==> src/rtl/alu_issue_ctrl.sv <==
// alu_issue_ctrl: issues one instruction at a time to a downstream registered ALU.
// It reads operands from an 8-entry register file, waits ALU_LAT edges for the
// result, then writes it back during a single WB cycle.
// Ports:
//   clk, rst_n                   clock, synchronous active-low reset
//   instr_valid/instr_ready      instruction handshake; instr = {op, rd, rs2, rs3}
//   ALUop, r2, r3                registered op/operands driven to the ALU
//   r0                           ALU result
//   ld_valid/ld_addr/ld_data     direct register-file load port (any state)
//   wb_valid/wb_addr/wb_data     writeback strobe, destination and result
//   err                          one-cycle pulse after an illegal op (7) is accepted
//   dbg_raddr/dbg_rdata          combinational register-file read
module alu_issue_ctrl #(
  parameter int unsigned n       = 32,
  parameter int unsigned ALU_LAT = 1
) (
  input  logic         clk,
  input  logic         rst_n,
  input  logic         instr_valid,
  output logic         instr_ready,
  input  logic [11:0]  instr,
  output logic [2:0]   ALUop,
  output logic [n-1:0] r2,
  output logic [n-1:0] r3,
  input  logic [n-1:0] r0,
  input  logic         ld_valid,
  input  logic [2:0]   ld_addr,
  input  logic [n-1:0] ld_data,
  output logic         wb_valid,
  output logic [2:0]   wb_addr,
  output logic [n-1:0] wb_data,
  output logic         err,
  input  logic [2:0]   dbg_raddr,
  output logic [n-1:0] dbg_rdata
);

  localparam int unsigned CNT_W  = 3;
  localparam int unsigned NREG   = 8;
  localparam logic [2:0]  OP_ILL = 3'd7;

  typedef enum logic [1:0] {IDLE, WAIT, WB} state_e;

  state_e             state_q;
  logic [CNT_W-1:0]   cnt_q;
  logic [2:0]         rd_q;
  logic [2:0]         aluop_q;
  logic [n-1:0]       r2_q;
  logic [n-1:0]       r3_q;
  logic               ready_q;
  logic               wb_valid_q;
  logic [2:0]         wb_addr_q;
  logic [n-1:0]       wb_data_q;
  logic               err_q;
  logic [n-1:0]       rf_q [NREG];

  logic               accept_c;
  logic [2:0]         op_c;

  // Instruction field decode and handshake
  always_comb begin
    op_c     = instr[11:9];
    accept_c = instr_valid && ready_q;
  end

  // Issue FSM, register file and all registered outputs
  always_ff @(posedge clk) begin
    if (!rst_n) begin
      state_q    <= IDLE;
      cnt_q      <= '0;
      rd_q       <= '0;
      aluop_q    <= '0;
      r2_q       <= '0;
      r3_q       <= '0;
      ready_q    <= 1'b1;
      wb_valid_q <= 1'b0;
      wb_addr_q  <= '0;
      wb_data_q  <= '0;
      err_q      <= 1'b0;
      for (int i = 0; i < NREG; i++) rf_q[i] <= '0;
    end else begin
      err_q <= 1'b0;

      // Load port; a writeback to the same entry below is assigned later and wins
      if (ld_valid && (ld_addr != 3'd0)) rf_q[ld_addr] <= ld_data;

      case (state_q)
        IDLE: begin
          if (accept_c) begin
            if (op_c == OP_ILL) begin
              err_q <= 1'b1;
            end else begin
              aluop_q <= op_c;
              r2_q    <= rf_q[instr[5:3]];
              r3_q    <= rf_q[instr[2:0]];
              rd_q    <= instr[8:6];
              cnt_q   <= CNT_W'(ALU_LAT);
              ready_q <= 1'b0;
              state_q <= WAIT;
            end
          end
        end
        WAIT: begin
          cnt_q <= cnt_q - CNT_W'(1);
          if (cnt_q == CNT_W'(1)) begin
            state_q    <= WB;
            wb_valid_q <= 1'b1;
            wb_addr_q  <= rd_q;
          end
        end
        WB: begin
          wb_valid_q <= 1'b0;
          wb_data_q  <= r0;
          if (rd_q != 3'd0) rf_q[rd_q] <= r0;
          ready_q    <= 1'b1;
          state_q    <= IDLE;
        end
        default: state_q <= IDLE;
      endcase
    end
  end

  // The ALU result only becomes valid at the edge that enters WB, so wb_data
  // passes r0 through during WB and holds the captured value otherwise.
  assign wb_data     = (state_q == WB) ? r0 : wb_data_q;
  assign instr_ready = ready_q;
  assign ALUop       = aluop_q;
  assign r2          = r2_q;
  assign r3          = r3_q;
  assign wb_valid    = wb_valid_q;
  assign wb_addr     = wb_addr_q;
  assign err         = err_q;
  assign dbg_rdata   = (dbg_raddr == 3'd0) ? '0 : rf_q[dbg_raddr];

endmodule

==> config.mk <==
export PLATFORM = sky130hd
export DESIGN_NAME = alu_issue_ctrl
export DESIGN_NICKNAME = d
export VERILOG_FILES = /design/src/rtl/alu_issue_ctrl.sv
export SDC_FILE = /design/constraint.sdc
export NUM_CORES = 1
export LEC_CHECK = 0
export BUFFER_PORTS_ARGS = -buffer_cell sky130_fd_sc_hd__buf_2
export CAP_MARGIN = 25
export CORE_MARGIN = 8
export CORE_UTILIZATION = 33
export DETAILED_ROUTE_END_ITERATION = 10
export REMOVE_ABC_BUFFERS = 1
export SKIP_LAST_GASP = 1
export SLEW_MARGIN = 20
export SYNTH_ARGS = -nofsm -noshare
export SYNTH_HDL_FRONTEND = slang
export SYNTH_SLANG_ARGS = --single-unit
==> constraint.sdc <==
create_clock -name clk -period 6.1 [get_ports clk]
set_input_delay 1.22 -clock clk [delete_from_list [all_inputs] [get_ports clk]]
set_output_delay 1.22 -clock clk [all_outputs]
set_load 0.005 [all_outputs]
==> results of run 1 <==
==> state kept, by name, summed over array words and instances (netlist names) <==
| signal | count |
|---|---|
| err | 1 |
| instr_ready | 1 |
| r3 | 32 |
| rf_q | 256 |
| r2 | 32 |
| cnt_q | 3 |
| wb_valid | 1 |
| ALUop | 3 |
| wb_data_q | 32 |
| wb_addr | 3 |
| state_q | 2 |
| rd_q | 3 |
==> power groups by stage <==
stage / logic [mW] / registers (mW) / clock network, mW
finish: 0.876 / 2.97 / 2.49
global placement: 0.859 / 3.00 / 0
CTS: 0.880 / 2.96 / 2.54
floorplan: 0.439 / 2.98 / 0
detailed placement: 0.877 / 3.01 / 0
global route: 0.938 / 2.98 / 2.63
==> worst max-delay path, cell delays in order <==
cell,delay [ps]
buf_4,300
nor2b_4,700
buf_4,420
a221oi_1,150
a21oi_1,440
buf_2,210
==> final cells by class <==
class | count | area, um^2 | share of cell area
Antenna cell | 9 | 22.52 | 0.0009678
Clock buffer | 59 | 1199 | 0.05151
Multi-Input combinational cell | 1247 | 9439 | 0.4056
Timing Repair Buffer | 258 | 1411 | 0.06065
Sequential cell | 369 | 9950 | 0.4275
Inverter | 36 | 135.1 | 0.005807
Tap cell | 782 | 978.4 | 0.04205
Clock inverter | 19 | 136.4 | 0.005861
==> synth_stat cells (all sizes together), types with 2 or more instances <==
cell / number
o22ai: 64
mux2i: 3
a31oi: 2
nor2b: 2
a21oi: 39
nand3: 8
mux2: 64
ha: 2
nor2: 76
a221oi: 31
nand3b: 6
a22o: 32
edfxtp: 256
mux4: 160
and2: 33
dfxtp: 113
o21ai: 257
nand2b: 6
nor3b: 3
clkbuf: 89
inv: 36
buf: 101
nor3: 5
or3: 6
nand2: 405
==> stage by stage <==
| stage | total power, mW | hold slack (ps) | cells | area (um^2) | util |
|---|---|---|---|---|---|
| 2_1_floorplan | 3.418 | 447.4 | 1652 | 19390 | - |
| 3_3_place_gp | 3.863 | 447.8 | 2691 | 21890 | 0.3627 |
| 3_5_place_dp | 3.891 | 449.4 | 2692 | 21910 | 0.3631 |
| 4_1_cts | 6.386 | 456.9 | 2770 | 23250 | 0.3852 |
| 5_1_grt | 6.548 | 485.0 | 2772 | 23250 | 0.3853 |
| 6_report | 6.336 | 455.9 | 2779 | 23270 | 0.3856 |
==> cell usage in the layout, fill, tap and decap left out, types with 3 or more instances in the layout <==
master        n
nand3_1       5
mux2_1        6
nand3b_1      6
a22o_1       32
mux2i_1       3
o21ai_0     210
and2_1       32
clkbuf_1     12
buf_4        42
o22ai_1      64
clkinv_2      6
edfxtp_1    256
clkinv_1      5
clkinv_4      3
mux4_2      160
mux2_2       58
nand3_2       3
a221oi_1     31
conb_1       32
or3_2         5
nor2_4        7
nand2b_1      5
clkinvlp_4    3
nand2_1     405
clkbuf_16    45
nor2_1       69
dfxtp_1     113
buf_2       215
inv_1        35
o21ai_1      47
a21oi_1      39
diode_2       9
==> routing by layer <==
| layer | share of wire | vias up | track usage |
|---|---|---|---|
| li1 | - | 6992 | - |
| met1 | 0.37 | 7748 | 0.2434 |
| met2 | 0.49 | 869 | 0.3383 |
| met3 | 0.096 | 229 | 0.04139 |
| met4 | 0.042 | 10 | 0.08849 |
| met5 | 0.00079 | - | 0 |
==> worst paths after layout <==
| kind | from | end | slack, ps | cells past startpoint |
|---|---|---|---|---|
| hold reg to reg | ALUop[0] | ALUop[0] | 460 | 2 |
| hold / removal | ALUop[0] | ALUop[0] | 460 | 2 |
| setup / recovery | dbg_raddr[0] | dbg_rdata[20] | 1410 | 6 |
| setup reg to reg | state_q[1] | rf_q[4][12] | 3280 | 6 |
==> cell families (layout without fill, tap and decap cells) <==
kind of cell,Yosys count,in the layout,synth area share
buffers and inverters,226,372,0.04904
multiplexers,227,227,0.2163
flip-flops,369,369,0.4943
adder cells (fa/ha/maj),2,2,0.001243
AO/OA/AOI/OAI,431,431,0.1239
AND/OR/NAND/NOR,555,555,0.1151
other,1,41,0.0001863
==> flow_summary.yaml, run 1 <==
run_status:
  status: "finished, final reports clean"
grt:
  grt.overflow.total: 0
  grt_pass1_wl_um: 104600
  track_usage: 0.1994
  antenna_found_initial: 13
  grt_max_degree: 72
  first_global_vias: 16023
die:
  core_area_um2: 60360
  die_area_um2: 69160
  start_util: 0.3335
  chipHeight_um: 263.0
  num_rows: 90
  io_pins: 223
  die_x_um: 263.0
sta:
  rsz0062_at_grt: "no"
  tightest_slew_ps: 1067
  finalWorstSetupSlack_ps: 1411
  finalSetupTns_ps: 0
  slew_violations: 0
  setup_viol: 0
  slew_headroom: 0.2876
  finClkSkew_ps: 20.19
  layout_worst_path_cycle_share: 0.7686
  fmax_mhz: 213.3
  final-hold-violation-count: 0
  period_needed_ps: 4689
worst_setup_path:
  arrival_ps: 3470
  path_max_fanout: 40
  cp-end-kind: "output pin"
  worstSetupPathType: "in -> out"
  crit_required_ps: 4880
  cp-start-kind: "primary input"
power_and_ir_drop:
  switching_power_mw: 1.687
  p_sw_frac: 0.2663
  power.share.clock: 0.394
  p_comb_frac: 0.138
  intPower_mw: 4.649
  cellLeakagePower_nw: 8.312
  p_seq_frac: 0.468
  max-vdd-ir-drop_mv: 0.1663
  power-per-cell-area_nw_per_um2: 272.3
route:
  vias_per_cell: 5.703
  antenna_left: 0
  wl_per_cell_um: 25.82
  vias: 15848
  dr.pass1.iters: 5
  drt-initial-drc-count: 1604
  wl_um: 71750
  drc: 0
clock_network:
  cts-root-buf: "clkbuf_16"
  insertion_delay_ps: 580
  cts_tree: "built"
  clock_sinks: 369
  cts_hold_buf: 0
  postCtsSetupRepairBufs: 0
  post_cts_resized: 0
  clk_pin_slew_ps: 50
  cts_buffers: 43
  htreeDepth: 2
  cts_buffer_depth: 3
synth:
  synth_cell_type_count: 45
  netlist_top_cells_area: "edfxtp_1 38%, mux4_2 18%, dfxtp_1 11%, nand2_1 7.6%, o21ai_0 5.2%"
  ys_seq_area_frac: 0.4943
  yosysTopAreaCell: "edfxtp_1"
  synth_edf_count: 256
  syn_area_per_cell_um2: 11.12
  synth_area_um2: 20130
  synth-main-ff-cell: "edfxtp_1"
  synth_top_area_share: 0.3819
  async_flop_share: 0
  synthCells: 1811
  synth_seq_cells: 369
  ys_warn_count: 0
placed_design:
  dpl.hpwl_um: 43580
  place_ws_ps: 1486
  io_buffers: 222
  gp_routability_congestion: 0.8063
run:
  cap_violations: 0
cells_and_area:
  syn_to_final_growth_pct: 15.60
  layout.nets: 2043
  fillers: 5807
  drive_gt1_frac: 0.2847
min_path:
  hold_path_class: "reg -> reg"
Power figures use the tool's default switching activity.
==> run 2, diff against run 1 <==
--- a/config.mk
+++ b/config.mk
@@ -5,6 +5,7 @@
 export SDC_FILE = /design/constraint.sdc
 export NUM_CORES = 1
 export LEC_CHECK = 0
+export ABC_AREA = 1
 export BUFFER_PORTS_ARGS = -buffer_cell sky130_fd_sc_hd__buf_2
 export CAP_MARGIN = 25
 export CORE_MARGIN = 8
==> constraint.sdc (replaced) <==
create_clock -name clk -period 4.5 [get_ports clk]
set_input_delay 0.9 -clock clk [delete_from_list [all_inputs] [get_ports clk]]
set_output_delay 0.9 -clock clk [all_outputs]
set_load 0.005 [all_outputs]
==> run 2 against run 1 <==
Against the previous run: sequential share of layout area down 5.0 points; clock skew up 6.1 ps; synthesized cell count up 81%; first-iteration DRC count up 73%; power up 46%; die area up 13%; area after synthesis up 14%; worst setup slack worse by 580 ps; critical endpoint is now dbg_rdata[26].
==> flow_summary.yaml, run 2 <==
clock_network:
  htreeDepth: 2
  insertion_delay_ps: 600
  clock_sinks: 369
  postCtsSetupRepairBufs: 0
  clk_pin_slew_ps: 60
  cts-root-buf: "clkbuf_16"
  cts_tree: "built"
  post_cts_resized: 0
  cts_hold_buf: 0
  cts_buffers: 46
  cts_buffer_depth: 3
route:
  wl_um: 93880
  drc: 0
  antenna_left: 0
  met3_length_um: 9714
  met2_length_um: 41880
  top_layer_used: "met5"
  wl_met1_um: 38960
  drt-initial-drc-count: 2777
  vias_per_cell: 5.419
  vias: 23378
  wl_per_cell_um: 21.76
  dr.pass1.iters: 6
synth:
  yosysTopAreaCell: "edfxtp_1"
  async_flop_share: 0
  ys_warn_count: 0
  syn_area_per_cell_um2: 7.034
  synth_area_um2: 23020
  synth_cell_type_count: 26
  synth_seq_cells: 369
  netlist_top_cells_area: "edfxtp_1 33%, nand2_1 16%, nand3_1 12%, dfxtp_1 9.8%, o211ai_1 7.1%"
  synthMostInstantiatedCell: "nand2_1"
  synthTopCellsByCount: "967 x nand2_1, 540 x nand3_1, 295 x nor2_1"
  synth-main-ff-cell: "edfxtp_1"
  synth_edf_count: 256
  synth_top_area_share: 0.3340
  synthCells: 3272
  ys_seq_area_frac: 0.4323
sta:
  period_needed_ps: 3667
  finClkSkew_ps: 26.31
  rsz0062_at_grt: "no"
  slew_headroom: 0.2413
  slew_violations: 0
  tightest_slew_ps: 1138
  final-hold-violation-count: 0
  layout_worst_path_cycle_share: 0.8148
  finalWorstSetupSlack_ps: 833.4
  holdWs_ps: 440.8
  setup_viol: 0
  fmax_mhz: 272.7
  finalSetupTns_ps: 0
cells_and_area:
  drive_gt1_frac: 0.1308
  design_area_um2: 26380
  regMostFlops: "rf_q"
  final_common_cell: "nand2_1"
  layout.nets: 3422
  finish.utilization: 0.3793
  syn_to_final_growth_pct: 14.60
  fin_cells: 4314
  largest_reg_flops: 256
  final_cell_mix: "959 x nand2_1, 529 x nand3_1, 293 x nor2_1, 256 x edfxtp_1, 249 x inv_1"
worst_setup_path:
  worstSetupPathType: "in -> out"
  path_buf_inv: 3
  slowest_stage: "nand2_2"
  path_max_fanout: 22
  cp-start-kind: "primary input"
  cpPeakStageDelay_ps: 540
  crit_required_ps: 3600
  worstPathCellList: "buf_4 > nor2_1 > nand2_2 > buf_4 > nand2_1 > nor2_1 > buf_2"
  path_delay_family: "simple AND/OR/NAND/NOR gates"
  arrival_ps: 2770
  cp-end-kind: "output pin"
power_and_ir_drop:
  max-vdd-ir-drop_mv: 0.2649
  cellLeakagePower_nw: 12.45
  total_power_mw: 9.250
  power-per-cell-area_nw_per_um2: 350.7
die:
  io_pins: 223
  num_rows: 97
  chipHeight_um: 280.1
  core_area_um2: 69540
  die_x_um: 280.1
  die_area_um2: 78450
  start_util: 0.3310
min_path:
  hold_path_class: "reg -> reg"
placed_design:
  io_buffers: 222
  place_inst: 4226
  post_dp_cell_area_um2: 24820
  place_ws_ps: 834.4
  dpl.hpwl_um: 54800
  gp_routability_congestion: 0.8293
grt:
  grt.overflow.total: 0
  grt_max_degree: 147
  track_usage: 0.2304
  antenna_found_initial: 6
  grt_pass1_wl_um: 139000
  first_global_vias: 21828
run:
  cap_violations: 0
run_status:
  status: "finished, final reports clean"
## run 2: cell type report
cell class,count,area [um^2]
Antenna cell,3,7.507
Timing Repair Buffer,276,1658
Clock inverter,12,118.9
Inverter,260,978.4
Clock buffer,73,1426
Sequential cell,369,9950
Tap cell,940,1176
Multi-Input combinational cell,2381,11060
Fill cell,7232,43170
## run 2: routing by layer
metal | global-route usage | vias up
li1 | - | 10970
met1 | 0.3106 | 10808
met2 | 0.3644 | 1376
met3 | 0.04307 | 220
met4 | 0.08698 | 4
met5 | 0 | -
## run 2: final timing paths
| kind | start | slack [ps] | cells after the start | to |
|---|---|---|---|---|
| worst max-delay path | dbg_raddr[2] | 830 | 7 | dbg_rdata[26] |
| worst min-delay path | ALUop[0] | 440 | 2 | ALUop[0] |
| worst max register to register | rd_q[2] | 1660 | 8 | rf_q[1][15] |
| worst min register to register | ALUop[0] | 440 | 2 | ALUop[0] |
## run 2: worst reg2reg max path, delay by kind of cell, from the launching register on
kind                   cells  cell delay (ps)
buffers and inverters      2              700
DFF                        1              370
and+or+nand+nor            6             1500
## run 2: cells by family (layout without fill, tap and decap cells)
group / after synthesis / after routing / synth area share
AND/OR/NAND/NOR: 1869 / 1869 / 0.3422
buffers and inverters: 553 / 621 / 0.09655
AO/OA/AOI/OAI: 477 / 477 / 0.1273
flip-flops: 369 / 369 / 0.4323
adder cells (fa/ha/maj): 2 / 2 / 0.001087
other: 1 / 35 / 0.0001629
XOR/XNOR: 1 / 1 / 0.0003806
## run 2: where the power goes
group | internal [mW] | switching (mW) | total, mW
combinational | 0.429 | 1.05 | 1.47
clock | 2.28 | 1.55 | 3.83
sequential | 3.84 | 0.104 | 3.94
total | 6.55 | 2.70 | 9.25
